File: src/rtl/rs232_pkg.sv
// Shared definitions for the RS-232 Avalon-MM slave: register map, STATUS
// bit positions, serial FSM state encodings and the STATUS word packer.
package rs232_pkg;

    // Byte addresses of the three mapped registers
    localparam logic [4:0] RX_BASE     = 5'd0;
    localparam logic [4:0] TX_BASE     = 5'd4;
    localparam logic [4:0] STATUS_BASE = 5'd8;

    // STATUS bit positions
    localparam int RRDY = 7;
    localparam int TRDY = 6;
    localparam int TMT  = 5;
    localparam int ROE  = 3;
    localparam int FE   = 2;
    localparam int TOE  = 1;

    typedef enum logic [1:0] {
        R_IDLE  = 2'd0,
        R_START = 2'd1,
        R_DATA  = 2'd2,
        R_STOP  = 2'd3
    } rx_state_t;

    typedef enum logic [1:0] {
        T_IDLE  = 2'd0,
        T_START = 2'd1,
        T_DATA  = 2'd2,
        T_STOP  = 2'd3
    } tx_state_t;

    // Packs the individual flags into the 32-bit STATUS read word
    function automatic logic [31:0] status_word(input logic rrdy, input logic trdy,
                                                input logic tmt,  input logic roe,
                                                input logic fe,   input logic toe);
        logic [31:0] w;
        w       = 32'd0;
        w[RRDY] = rrdy;
        w[TRDY] = trdy;
        w[TMT]  = tmt;
        w[ROE]  = roe;
        w[FE]   = fe;
        w[TOE]  = toe;
        return w;
    endfunction

endpackage

File: src/rtl/rs232_rx_core.sv
// 8N1 serial receiver.
// Ports:
//   avm_clk, avm_rst : clock, asynchronous active-high reset
//   rxd_i            : raw asynchronous serial input
//   valid_o          : one-cycle pulse when a frame's stop bit is sampled
//   data_o           : received byte, valid with valid_o
//   fe_o             : stop bit was low, valid with valid_o
module rs232_rx_core
    import rs232_pkg::*;
#(
    parameter int DIV = 16
) (
    input  logic       avm_clk,
    input  logic       avm_rst,
    input  logic       rxd_i,
    output logic       valid_o,
    output logic [7:0] data_o,
    output logic       fe_o
);

    localparam int BW = $clog2(DIV);
    localparam logic [BW-1:0] FULL_BIT = BW'(DIV - 1);
    localparam logic [BW-1:0] HALF_BIT = BW'(DIV / 2 - 1);
    localparam logic [BW-1:0] ZERO     = BW'(0);
    localparam logic [BW-1:0] ONE      = BW'(1);

    rx_state_t     state_q, state_d;
    logic [BW-1:0] baud_q,  baud_d;
    logic [2:0]    bit_q,   bit_d;
    logic [7:0]    shreg_q, shreg_d;
    logic          sync1_q, sync2_q;
    logic          rxd_s;

    assign rxd_s  = sync2_q;
    assign data_o = shreg_q;

    // Synchronizer (idles high so reset does not fake a start bit) and FSM state
    always_ff @(posedge avm_clk or posedge avm_rst) begin
        if (avm_rst) begin
            sync1_q <= 1'b1;
            sync2_q <= 1'b1;
            state_q <= R_IDLE;
            baud_q  <= {BW{1'b0}};
            bit_q   <= 3'd0;
            shreg_q <= 8'd0;
        end else begin
            sync1_q <= rxd_i;
            sync2_q <= sync1_q;
            state_q <= state_d;
            baud_q  <= baud_d;
            bit_q   <= bit_d;
            shreg_q <= shreg_d;
        end
    end

    // Receive FSM: mid-bit sampling driven by the down-counting baud counter
    always_comb begin
        state_d = state_q;
        baud_d  = baud_q;
        bit_d   = bit_q;
        shreg_d = shreg_q;
        valid_o = 1'b0;
        fe_o    = 1'b0;
        case (state_q)
            R_IDLE: begin
                if (!rxd_s) begin
                    state_d = R_START;
                    baud_d  = HALF_BIT;
                end else begin
                    state_d = R_IDLE;
                end
            end
            R_START: begin
                if (baud_q == ZERO) begin
                    // Line back high at mid start bit: treat as a glitch
                    if (!rxd_s) begin
                        state_d = R_DATA;
                        baud_d  = FULL_BIT;
                        bit_d   = 3'd0;
                    end else begin
                        state_d = R_IDLE;
                    end
                end else begin
                    baud_d = baud_q - ONE;
                end
            end
            R_DATA: begin
                if (baud_q == ZERO) begin
                    shreg_d = {rxd_s, shreg_q[7:1]};
                    baud_d  = FULL_BIT;
                    if (bit_q == 3'd7) begin
                        state_d = R_STOP;
                    end else begin
                        bit_d = bit_q + 3'd1;
                    end
                end else begin
                    baud_d = baud_q - ONE;
                end
            end
            R_STOP: begin
                if (baud_q == ZERO) begin
                    // Leave at mid stop bit so a back-to-back start edge is seen
                    valid_o = 1'b1;
                    fe_o    = ~rxd_s;
                    state_d = R_IDLE;
                end else begin
                    baud_d = baud_q - ONE;
                end
            end
            default: begin
                state_d = R_IDLE;
            end
        endcase
    end

endmodule

File: src/rtl/rs232_tx_core.sv
// 8N1 serial transmitter with a registered, glitch-free output.
// Ports:
//   avm_clk, avm_rst : clock, asynchronous active-high reset (txd_o -> 1)
//   hold_full_i      : holding register contains a byte to send
//   hold_data_i      : the holding register byte
//   take_o           : one-cycle pulse, byte moved from holding to shifter
//   busy_o           : shifter active (a frame is in progress)
//   txd_o            : serial output, idle high
module rs232_tx_core
    import rs232_pkg::*;
#(
    parameter int DIV = 16
) (
    input  logic       avm_clk,
    input  logic       avm_rst,
    input  logic       hold_full_i,
    input  logic [7:0] hold_data_i,
    output logic       take_o,
    output logic       busy_o,
    output logic       txd_o
);

    localparam int BW = $clog2(DIV);
    localparam logic [BW-1:0] FULL_BIT = BW'(DIV - 1);
    localparam logic [BW-1:0] ZERO     = BW'(0);
    localparam logic [BW-1:0] ONE      = BW'(1);

    tx_state_t     state_q, state_d;
    logic [BW-1:0] baud_q,  baud_d;
    logic [2:0]    bit_q,   bit_d;
    logic [7:0]    shreg_q, shreg_d;
    logic          txd_q,   txd_d;

    assign txd_o  = txd_q;
    assign busy_o = (state_q != T_IDLE);

    // FSM state and the output flop; reset drives the line high immediately
    always_ff @(posedge avm_clk or posedge avm_rst) begin
        if (avm_rst) begin
            state_q <= T_IDLE;
            baud_q  <= {BW{1'b0}};
            bit_q   <= 3'd0;
            shreg_q <= 8'd0;
            txd_q   <= 1'b1;
        end else begin
            state_q <= state_d;
            baud_q  <= baud_d;
            bit_q   <= bit_d;
            shreg_q <= shreg_d;
            txd_q   <= txd_d;
        end
    end

    // Transmit FSM; every state lasts exactly DIV clocks
    always_comb begin
        state_d = state_q;
        baud_d  = baud_q;
        bit_d   = bit_q;
        shreg_d = shreg_q;
        take_o  = 1'b0;
        txd_d   = 1'b1;
        case (state_q)
            T_IDLE: begin
                txd_d = 1'b1;
                if (hold_full_i) begin
                    take_o  = 1'b1;
                    shreg_d = hold_data_i;
                    baud_d  = FULL_BIT;
                    state_d = T_START;
                end else begin
                    state_d = T_IDLE;
                end
            end
            T_START: begin
                txd_d = 1'b0;
                if (baud_q == ZERO) begin
                    baud_d  = FULL_BIT;
                    bit_d   = 3'd0;
                    state_d = T_DATA;
                end else begin
                    baud_d = baud_q - ONE;
                end
            end
            T_DATA: begin
                txd_d = shreg_q[0];
                if (baud_q == ZERO) begin
                    baud_d  = FULL_BIT;
                    shreg_d = {1'b0, shreg_q[7:1]};
                    if (bit_q == 3'd7) begin
                        state_d = T_STOP;
                    end else begin
                        bit_d = bit_q + 3'd1;
                    end
                end else begin
                    baud_d = baud_q - ONE;
                end
            end
            T_STOP: begin
                txd_d = 1'b1;
                if (baud_q == ZERO) begin
                    // Chain straight into the next start bit when a byte waits
                    if (hold_full_i) begin
                        take_o  = 1'b1;
                        shreg_d = hold_data_i;
                        baud_d  = FULL_BIT;
                        state_d = T_START;
                    end else begin
                        state_d = T_IDLE;
                    end
                end else begin
                    baud_d = baud_q - ONE;
                end
            end
            default: begin
                state_d = T_IDLE;
                txd_d   = 1'b1;
            end
        endcase
    end

endmodule

File: src/rtl/rs232_avm_slave.sv
// Avalon-MM UART register file: RX data (0), TX data (4), STATUS (8), with a
// fixed one-wait-state responder, one-byte holding registers and sticky flags.
// Ports:
//   avm_clk, avm_rst              : clock, asynchronous active-high reset
//   avs_address/read/write/...    : Avalon-MM slave port, readdata registered
//   avs_waitrequest               : high on the first cycle of every access
//   uart_rxd / uart_txd           : board serial pins (txd idles high)
module rs232_avm_slave
    import rs232_pkg::*;
#(
    parameter int CLK_FREQ = 50000000,
    parameter int BAUD     = 115200
) (
    input  logic        avm_clk,
    input  logic        avm_rst,
    input  logic [4:0]  avs_address,
    input  logic        avs_read,
    output logic [31:0] avs_readdata,
    input  logic        avs_write,
    input  logic [31:0] avs_writedata,
    output logic        avs_waitrequest,
    input  logic        uart_rxd,
    output logic        uart_txd
);

    localparam int DIV = (CLK_FREQ + BAUD / 2) / BAUD;

    logic        wait_q,     wait_d;
    logic [31:0] readdata_q, readdata_d;
    logic        rd_stale_q, rd_stale_d;
    logic [7:0]  rx_hold_q,  rx_hold_d;
    logic        rrdy_q,     rrdy_d;
    logic        roe_q,      roe_d;
    logic        fe_q,       fe_d;
    logic        toe_q,      toe_d;
    logic [7:0]  tx_hold_q,  tx_hold_d;
    logic        tx_full_q,  tx_full_d;

    logic        req_s, acc_s, rx_rd_acc_s, wr_acc_s;
    logic        rx_valid_s, rx_fe_s, tx_take_s, tx_busy_s;
    logic [7:0]  rx_data_s;
    logic        unused_wdata_s;

    assign avs_waitrequest = wait_q;
    assign avs_readdata    = readdata_q;
    assign unused_wdata_s  = ^avs_writedata[31:8];

    assign req_s       = avs_read | avs_write;
    assign acc_s       = req_s & ~wait_q;
    assign rx_rd_acc_s = acc_s & avs_read & (avs_address == RX_BASE);
    assign wr_acc_s    = acc_s & avs_write & ~avs_read;

    rs232_rx_core #(.DIV(DIV)) u_rx (
        .avm_clk (avm_clk),
        .avm_rst (avm_rst),
        .rxd_i   (uart_rxd),
        .valid_o (rx_valid_s),
        .data_o  (rx_data_s),
        .fe_o    (rx_fe_s)
    );

    rs232_tx_core #(.DIV(DIV)) u_tx (
        .avm_clk     (avm_clk),
        .avm_rst     (avm_rst),
        .hold_full_i (tx_full_q),
        .hold_data_i (tx_hold_q),
        .take_o      (tx_take_s),
        .busy_o      (tx_busy_s),
        .txd_o       (uart_txd)
    );

    // Bus responder and register-file state
    always_ff @(posedge avm_clk or posedge avm_rst) begin
        if (avm_rst) begin
            wait_q     <= 1'b1;
            readdata_q <= 32'd0;
            rd_stale_q <= 1'b0;
            rx_hold_q  <= 8'd0;
            rrdy_q     <= 1'b0;
            roe_q      <= 1'b0;
            fe_q       <= 1'b0;
            toe_q      <= 1'b0;
            tx_hold_q  <= 8'd0;
            tx_full_q  <= 1'b0;
        end else begin
            wait_q     <= wait_d;
            readdata_q <= readdata_d;
            rd_stale_q <= rd_stale_d;
            rx_hold_q  <= rx_hold_d;
            rrdy_q     <= rrdy_d;
            roe_q      <= roe_d;
            fe_q       <= fe_d;
            toe_q      <= toe_d;
            tx_hold_q  <= tx_hold_d;
            tx_full_q  <= tx_full_d;
        end
    end

    // One wait state: drop waitrequest the cycle after a request is first seen,
    // and register the read data during that first cycle
    always_comb begin
        wait_d     = ~(req_s & wait_q);
        readdata_d = readdata_q;
        rd_stale_d = 1'b0;
        if (avs_read && wait_q) begin
            case (avs_address)
                RX_BASE:     readdata_d = {24'd0, rx_hold_q};
                STATUS_BASE: readdata_d = status_word(rrdy_q, ~tx_full_q,
                                                      ~tx_full_q & ~tx_busy_s,
                                                      roe_q, fe_q, toe_q);
                default:     readdata_d = 32'd0;
            endcase
            // A byte delivered after the RX data was captured must not be
            // consumed by this read
            rd_stale_d = (avs_address == RX_BASE) & rx_valid_s;
        end else begin
            readdata_d = readdata_q;
        end
    end

    // Holding registers and flags; later assignments take priority so that a
    // new event in the same cycle as a STATUS clear is not lost
    always_comb begin
        rx_hold_d = rx_hold_q;
        rrdy_d    = rrdy_q;
        roe_d     = roe_q;
        fe_d      = fe_q;
        toe_d     = toe_q;
        tx_hold_d = tx_hold_q;
        tx_full_d = tx_full_q;

        if (rx_rd_acc_s && !rd_stale_q) begin
            rrdy_d = 1'b0;
        end else begin
            rrdy_d = rrdy_q;
        end

        if (wr_acc_s && (avs_address == STATUS_BASE)) begin
            roe_d = 1'b0;
            fe_d  = 1'b0;
            toe_d = 1'b0;
        end else begin
            roe_d = roe_q;
        end

        if (wr_acc_s && (avs_address == TX_BASE)) begin
            if (!tx_full_q) begin
                tx_hold_d = avs_writedata[7:0];
                tx_full_d = 1'b1;
            end else begin
                toe_d = 1'b1;
            end
        end else begin
            tx_hold_d = tx_hold_q;
        end

        // take only fires while full, so it never collides with a TX load
        if (tx_take_s) begin
            tx_full_d = 1'b0;
        end else begin
            tx_full_d = tx_full_d;
        end

        if (rx_valid_s) begin
            rx_hold_d = rx_data_s;
            rrdy_d    = 1'b1;
            // A read consuming the old byte in this cycle is not an overrun
            if (rrdy_q && !rx_rd_acc_s) begin
                roe_d = 1'b1;
            end else begin
                roe_d = roe_d;
            end
            if (rx_fe_s) begin
                fe_d = 1'b1;
            end else begin
                fe_d = fe_d;
            end
        end else begin
            rx_hold_d = rx_hold_d;
        end
    end

endmodule

File: config.mk
export PLATFORM = sky130hd
export DESIGN_NAME = rs232_avm_slave
export DESIGN_NICKNAME = d
export VERILOG_FILES = /design/src/rtl/rs232_pkg.sv /design/src/rtl/rs232_rx_core.sv /design/src/rtl/rs232_tx_core.sv /design/src/rtl/rs232_avm_slave.sv
export SDC_FILE = /design/constraint.sdc
export NUM_CORES = 1
export LEC_CHECK = 0
export CAP_MARGIN = 30
export CORE_UTILIZATION = 40
export DETAILED_ROUTE_END_ITERATION = 10
export PLACE_DENSITY = 0.62
export REMOVE_ABC_BUFFERS = 1
export SLEW_MARGIN = 10
export SYNTH_ARGS = -nofsm -noshare
export SYNTH_HDL_FRONTEND = slang
export SYNTH_SLANG_ARGS = --single-unit
File: constraint.sdc
create_clock -name avm_clk -period 3 [get_ports avm_clk]
set_input_delay 0.6 -clock avm_clk [delete_from_list [all_inputs] [get_ports avm_clk]]
set_output_delay 0.6 -clock avm_clk [all_outputs]
set_load 0.05 [all_outputs]
* Word level (Yosys, flattened, before mapping)
Index checks and enable logic that the tools add are counted.
** Storage, ports and cells
- Input bits :: 42
- Word-level logic and storage cells :: 151
- Bits in registers :: 102
** Cells by class
- Bitwise gates (word level) :: 15
- Add/subtract/negate cells :: 4
- Eq/ne operators :: 24
- Reductions and logical operators :: 28
- Mux-type cells :: 59
** Operators by type and width (number)
- two-way mux 9 bit :: 8
- case mux 9 bit (4 select lines) :: 1
- case mux 9 bit (3 select lines) :: 1
- two-way mux 8 bit :: 3
- case mux 8 bit (3 select lines) :: 1
- two-way mux 1 bit :: 22
- two-way mux 3 bit :: 7
- logical NOT 9 bit :: 2
- two-way mux 2 bit :: 9
- subtractor 9 x 1 -> 9 bit (second input constant) :: 2
- != test 2 x 1 -> 1 bit (second input constant) :: 8
- case mux 2 bit (4 select lines) :: 2
- case mux 8 bit (2 select lines) :: 1
- case mux 3 bit (2 select lines) :: 2
- AND reduction 4 bit :: 3
- != test 2 bit (second input constant) :: 5
- nonzero test 2 bit :: 5
- bitwise AND 1 bit :: 8
- == test 2 bit (second input constant) :: 4
- adder 3 x 1 -> 3 bit (second input constant) :: 2
- == test 3 bit (second input constant) :: 2
- NOT 1 bit :: 6
- AND reduction 3 bit :: 2
- == test 5 x 3 -> 1 bit (second input constant) :: 1
- other kinds (14) :: 23

* Logic depth before layout (Yosys ltp)
- Word-level depth :: 8
- Depth in mapped cells :: 8

* By module
From an unflattened synthesis, not the netlist that was laid out.
** Second synthesis, totals
- Cell total of the unflattened synthesis :: 402
- Area, all modules :: 4458.0 µm²
** By module, submodules not included
- rs232_avm_slave :: instances 1, cells an instance 131, area an instance 1571.5 µm²
- rs232_rx_core :: instances 1, cells an instance 134, area an instance 1485.2 µm²
- rs232_tx_core :: instances 1, cells an instance 137, area an instance 1401.3 µm²

* Worst setup path after synthesis
Ideal clock, no wire load.
- Path type :: register to register
- Start :: register u_tx.baud_q[0]
- End :: register u_tx.shreg_q[0]
- Path buffers :: 1
- Clock period less this slack :: 2021 ps
- Arrival time :: 1896 ps
- Setup time :: 125 ps
- Cell stages (with the launch flop) :: 9
- Setup slack :: 979 ps
- Cell sequence :: dfrtp_1 inv_1 ha_1 nor4b_4 and2_1 buf_4 nor2_2 nor3_4 mux2_2
** On the way
- Word-level cells in the longest chain between the ends :: 3
- Elaborated cells on any way between the ends :: 4
- Those cells by class :: eq/ne: 2; reduce/logical: 2
** RTL lines
- from (decl) :: RTL line rs232_tx_core.sv:29 : logic [BW-1:0] baud_q, baud_d;
- from (signal assigned) :: RTL line rs232_tx_core.sv:41 : baud_q <= {BW{1'b0}};
- from (signal assigned) :: RTL line rs232_tx_core.sv:47 : baud_q <= baud_d;
- logical NOT 9 bit * :: RTL line rs232_tx_core.sv:86, rs232_tx_core.sv:100
- != test 2 x 1 -> 1 bit (no line)
- AND reduction 3 bit (no line) *
- to (signal assigned) :: RTL line rs232_tx_core.sv:49 : shreg_q <= shreg_d;
- to (decl) :: RTL line rs232_tx_core.sv:31 : logic [7:0] shreg_q, shreg_d;
Mark *: on every way between the ends. The rest lies on a longest branch, timed or not.
A chain may end at the register's enable or synchronous reset.

* Worst setup path in the final report
- Start :: register wait_q (netlist: avs_waitrequest)
- End :: output port avs_waitrequest
** RTL lines
- from (decl) :: RTL line rs232_avm_slave.sv:28 : logic wait_q, wait_d;
- from (signal assigned) :: RTL line rs232_avm_slave.sv:86 : wait_q <= wait_d;
- to (decl) :: RTL line rs232_avm_slave.sv:21 : output logic avs_waitrequest,
No word-level cell between the ends.

==> impl_results.md <==
* Outcome: finished, final reports clean
* Final Routed Wirelength at 7376 um
* Share of cells above drive strength 1 at 18.01%
* Mapped Cells at 388
* Routability cong. at 0.8259
* Area share of the leading cell type in the synthesized netlist at 44.48%
* Distinct cells, synth at 57
* Synth top area cells: dfrtp_1, mux2_2, ha_1, buf_4, a22o_1
* PD cells at 456.5 nW/um^2
* Core area at 9910 um^2
* Crit-path cells: clkdlybuf4s50_1
* Post-Place Setup Slack at 0.5370 ns
* Slew Viols, Final at 0
* Max-Cap Viols at 0
* Post-DP HPWL at 5228 um
* Cell area after layout at 4723 um^2
* Total GRT Usage at 14.45%
* Avg Inst Size Synth at 10.73 um^2
* Maximum clock frequency at 0.4314 GHz
* Routed Antenna Nets at 0
* Largest net degree at the start of global routing at 79
* Commonest non-fill, non-tap cells in the layout: dfrtp_1, mux2_2, nand2_1, nor2_1, clkdlybuf4s50_1
* CP Launch Type: register
* Hold crit path type: reg -> reg
* Worst Setup Slack, final at 0.6820 ns
* Later-pin clock latency in the skew report at 0.35 ns
* Tcrit/Tclk final at 77.27%
* Site Rows at 36
* Yosys warning count at 0
* # diodes at 0
* First-pass iteration count of the detailed router at 4
* Skew final at 0.01391 ns
* Nets at 475
* Most used DFF post-synth: dfrtp_1
* Area grow syn2layout at 13.47%
* H-tree Lvls at 3
* First-pass GRT wire length at 12,830 um
* Worst slew margin at 55.87%
* Minimum clock period at 2.318 ns
* Die Wd at 104.0 um
* Max incr delay on CP at 0.80 ns
* Cell family with most CP delay: buffers and inverters
* I/O Pins at 76
* Die H at 104.0 um
* Post CTS Setup Buffer Count at 0
* Post-synthesis sequential area ratio at 47.01%
* CP Buf/Inv Count at 1
* WHS at 0.3618 ns
* Worst-Margin Slew at 0.6619 ns
* Starting Density at 42.01%
* Final hold violation count at 0
* Crit path max fanout at 5
* DP Area at 4501 um^2
* CTS tree: yes
* Wire length per cell at 13.29 um
* FF-to-FF setup slack at 0.70 ns
* Number of global-route vias before repair at 2,786
* Root Driver: clkbuf_8
* Dpl cells at 539
* CP Class: reg -> out
* Num CTS Buffers at 9
* Via/cell ratio at 5.159
* Vias post-DR at 2,863
* DRT iter0 DRCs at 94
* Synthesized flop and latch total at 78
* Peak supply drop at 0.2157 mV
* Setup TNS at 0 ns
* Crit. End Element: primary output
* Worst Path Required at 2.40 ns
* Final count of negative-setup-slack endpoints at 0
* Commonest non-fill, non-tap cell in the layout: dfrtp_1
* CTS resizes at 0
* Die Footprint at 10,820 um^2
* CP max stage cell: clkdlybuf4s50_1
* Initial antenna violation count at 0
* Post-synth EDFFs at 0
* Synth Cell Area at 4163 um^2
* Synth area leader: dfrtp_1
* Worst-path clk slew at 0.09 ns
* Number of port buffers at 27
* Drt drc at 0
* Cts hold-fix bufs at 0
* Final Instance Count excl. Fillers at 555
* Maximum clock path buffer count at 2
* Clock Sinks at 78
* Grt ovf at 0
* Leak Pwr at 2.201 nW
* Unrepaired setup endpoints after global routing: no
* Critical path data arrival time at 1.72 ns
* Ys async rst share at 100.0%
[per-stage QoR]
stage	utilization (%)	power [mW]
floorplan	-	1.240
global placement	45.42	1.294
detailed placement	45.42	1.298
CTS	47.66	2.185
global route	47.66	2.248
finish	47.66	2.156
[state kept, by name, summed over array words and instances, names as in the netlist, 2 cells and up, named ones only]
name          cells
u_tx.bit_q        3
u_tx.shreg_q      8
tx_hold_q         8
u_rx.data_o       8
avs_readdata      8
u_rx.bit_q        3
rx_hold_q         8
u_rx.baud_q       9
u_tx.state_q      2
u_tx.baud_q       9
[area by class of cell]
class                           count  area [um^2]
Fill cell                         923         5186
Clock buffer                       10        127.6
Multi-Input combinational cell    280         1997
Inverter                           16        60.06
Timing Repair Buffer               32        320.3
Tap cell                          133        166.4
Clock inverter                      6        95.09
Sequential cell                    78         1957
[final timing paths]
check / from / to / cells past startpoint
min in group asynchronous: avm_rst / u_rx.baud_q[1] / 3
setup / recovery: avs_waitrequest / avs_waitrequest / 1
setup reg to reg: u_rx.baud_q[0] / u_rx.baud_q[3] / 7
hold reg to reg: u_rx.sync1_q / u_rx.rxd_s / 0
max in group asynchronous: avm_rst / u_rx.rxd_s / 3
hold / removal: u_rx.sync1_q / u_rx.rxd_s / 0
[Yosys cell counts (2+ instances only)]
cell	count
nor3_1	6
a31oi_1	4
buf_2	2
dfrtp_1	74
dfstp_2	4
o22ai_1	3
or4_1	3
inv_1	16
nand2_1	29
clkbuf_1	9
a2bb2oi_1	2
nor2_1	28
mux2_2	40
nor4b_1	2
nand3_1	5
o22a_1	3
a22o_1	13
o31a_1	2
o21ai_0	21
o31ai_1	11
a21o_1	3
ha_1	16
nor4_2	2
and2_1	2
a21oi_1	19
nand2b_1	3
nand3b_1	2
nor3b_1	2
buf_4	25
nor4_1	4
mux2i_1	7
[layer usage]
layer | wire, um | track usage, % | share of wire, % | vias up
met5 | 0 | 0 | 0 | -
met4 | 61 | 4.286 | 0.83 | 0
met3 | 209 | 3.446 | 2.8 | 5
met2 | 3541 | 24.05 | 48 | 40
met1 | 3565 | 18.64 | 48 | 1403
li1 | - | - | - | 1415
[cells by family after synthesis]
kind of cell	count (synthesis)	synth area share, %
AND/OR/NAND/NOR	101	13.41
AO/OA/AOI/OAI	91	14.88
multiplexers	47	12.50
XOR/XNOR	1	0.2104
buffers and inverters	53	7.093
flip-flops	78	47.01
other	1	0.09008
adder cells (fa/ha/maj)	16	4.809
[power breakdown]
part           leakage [nW]  switching, mW  total, mW  internal, mW
sequential             1.02         0.0190       1.09          1.07
combinational          1.08          0.129      0.181        0.0523
clock                 0.105          0.407      0.883         0.476
(Power assumes the default switching activity.)
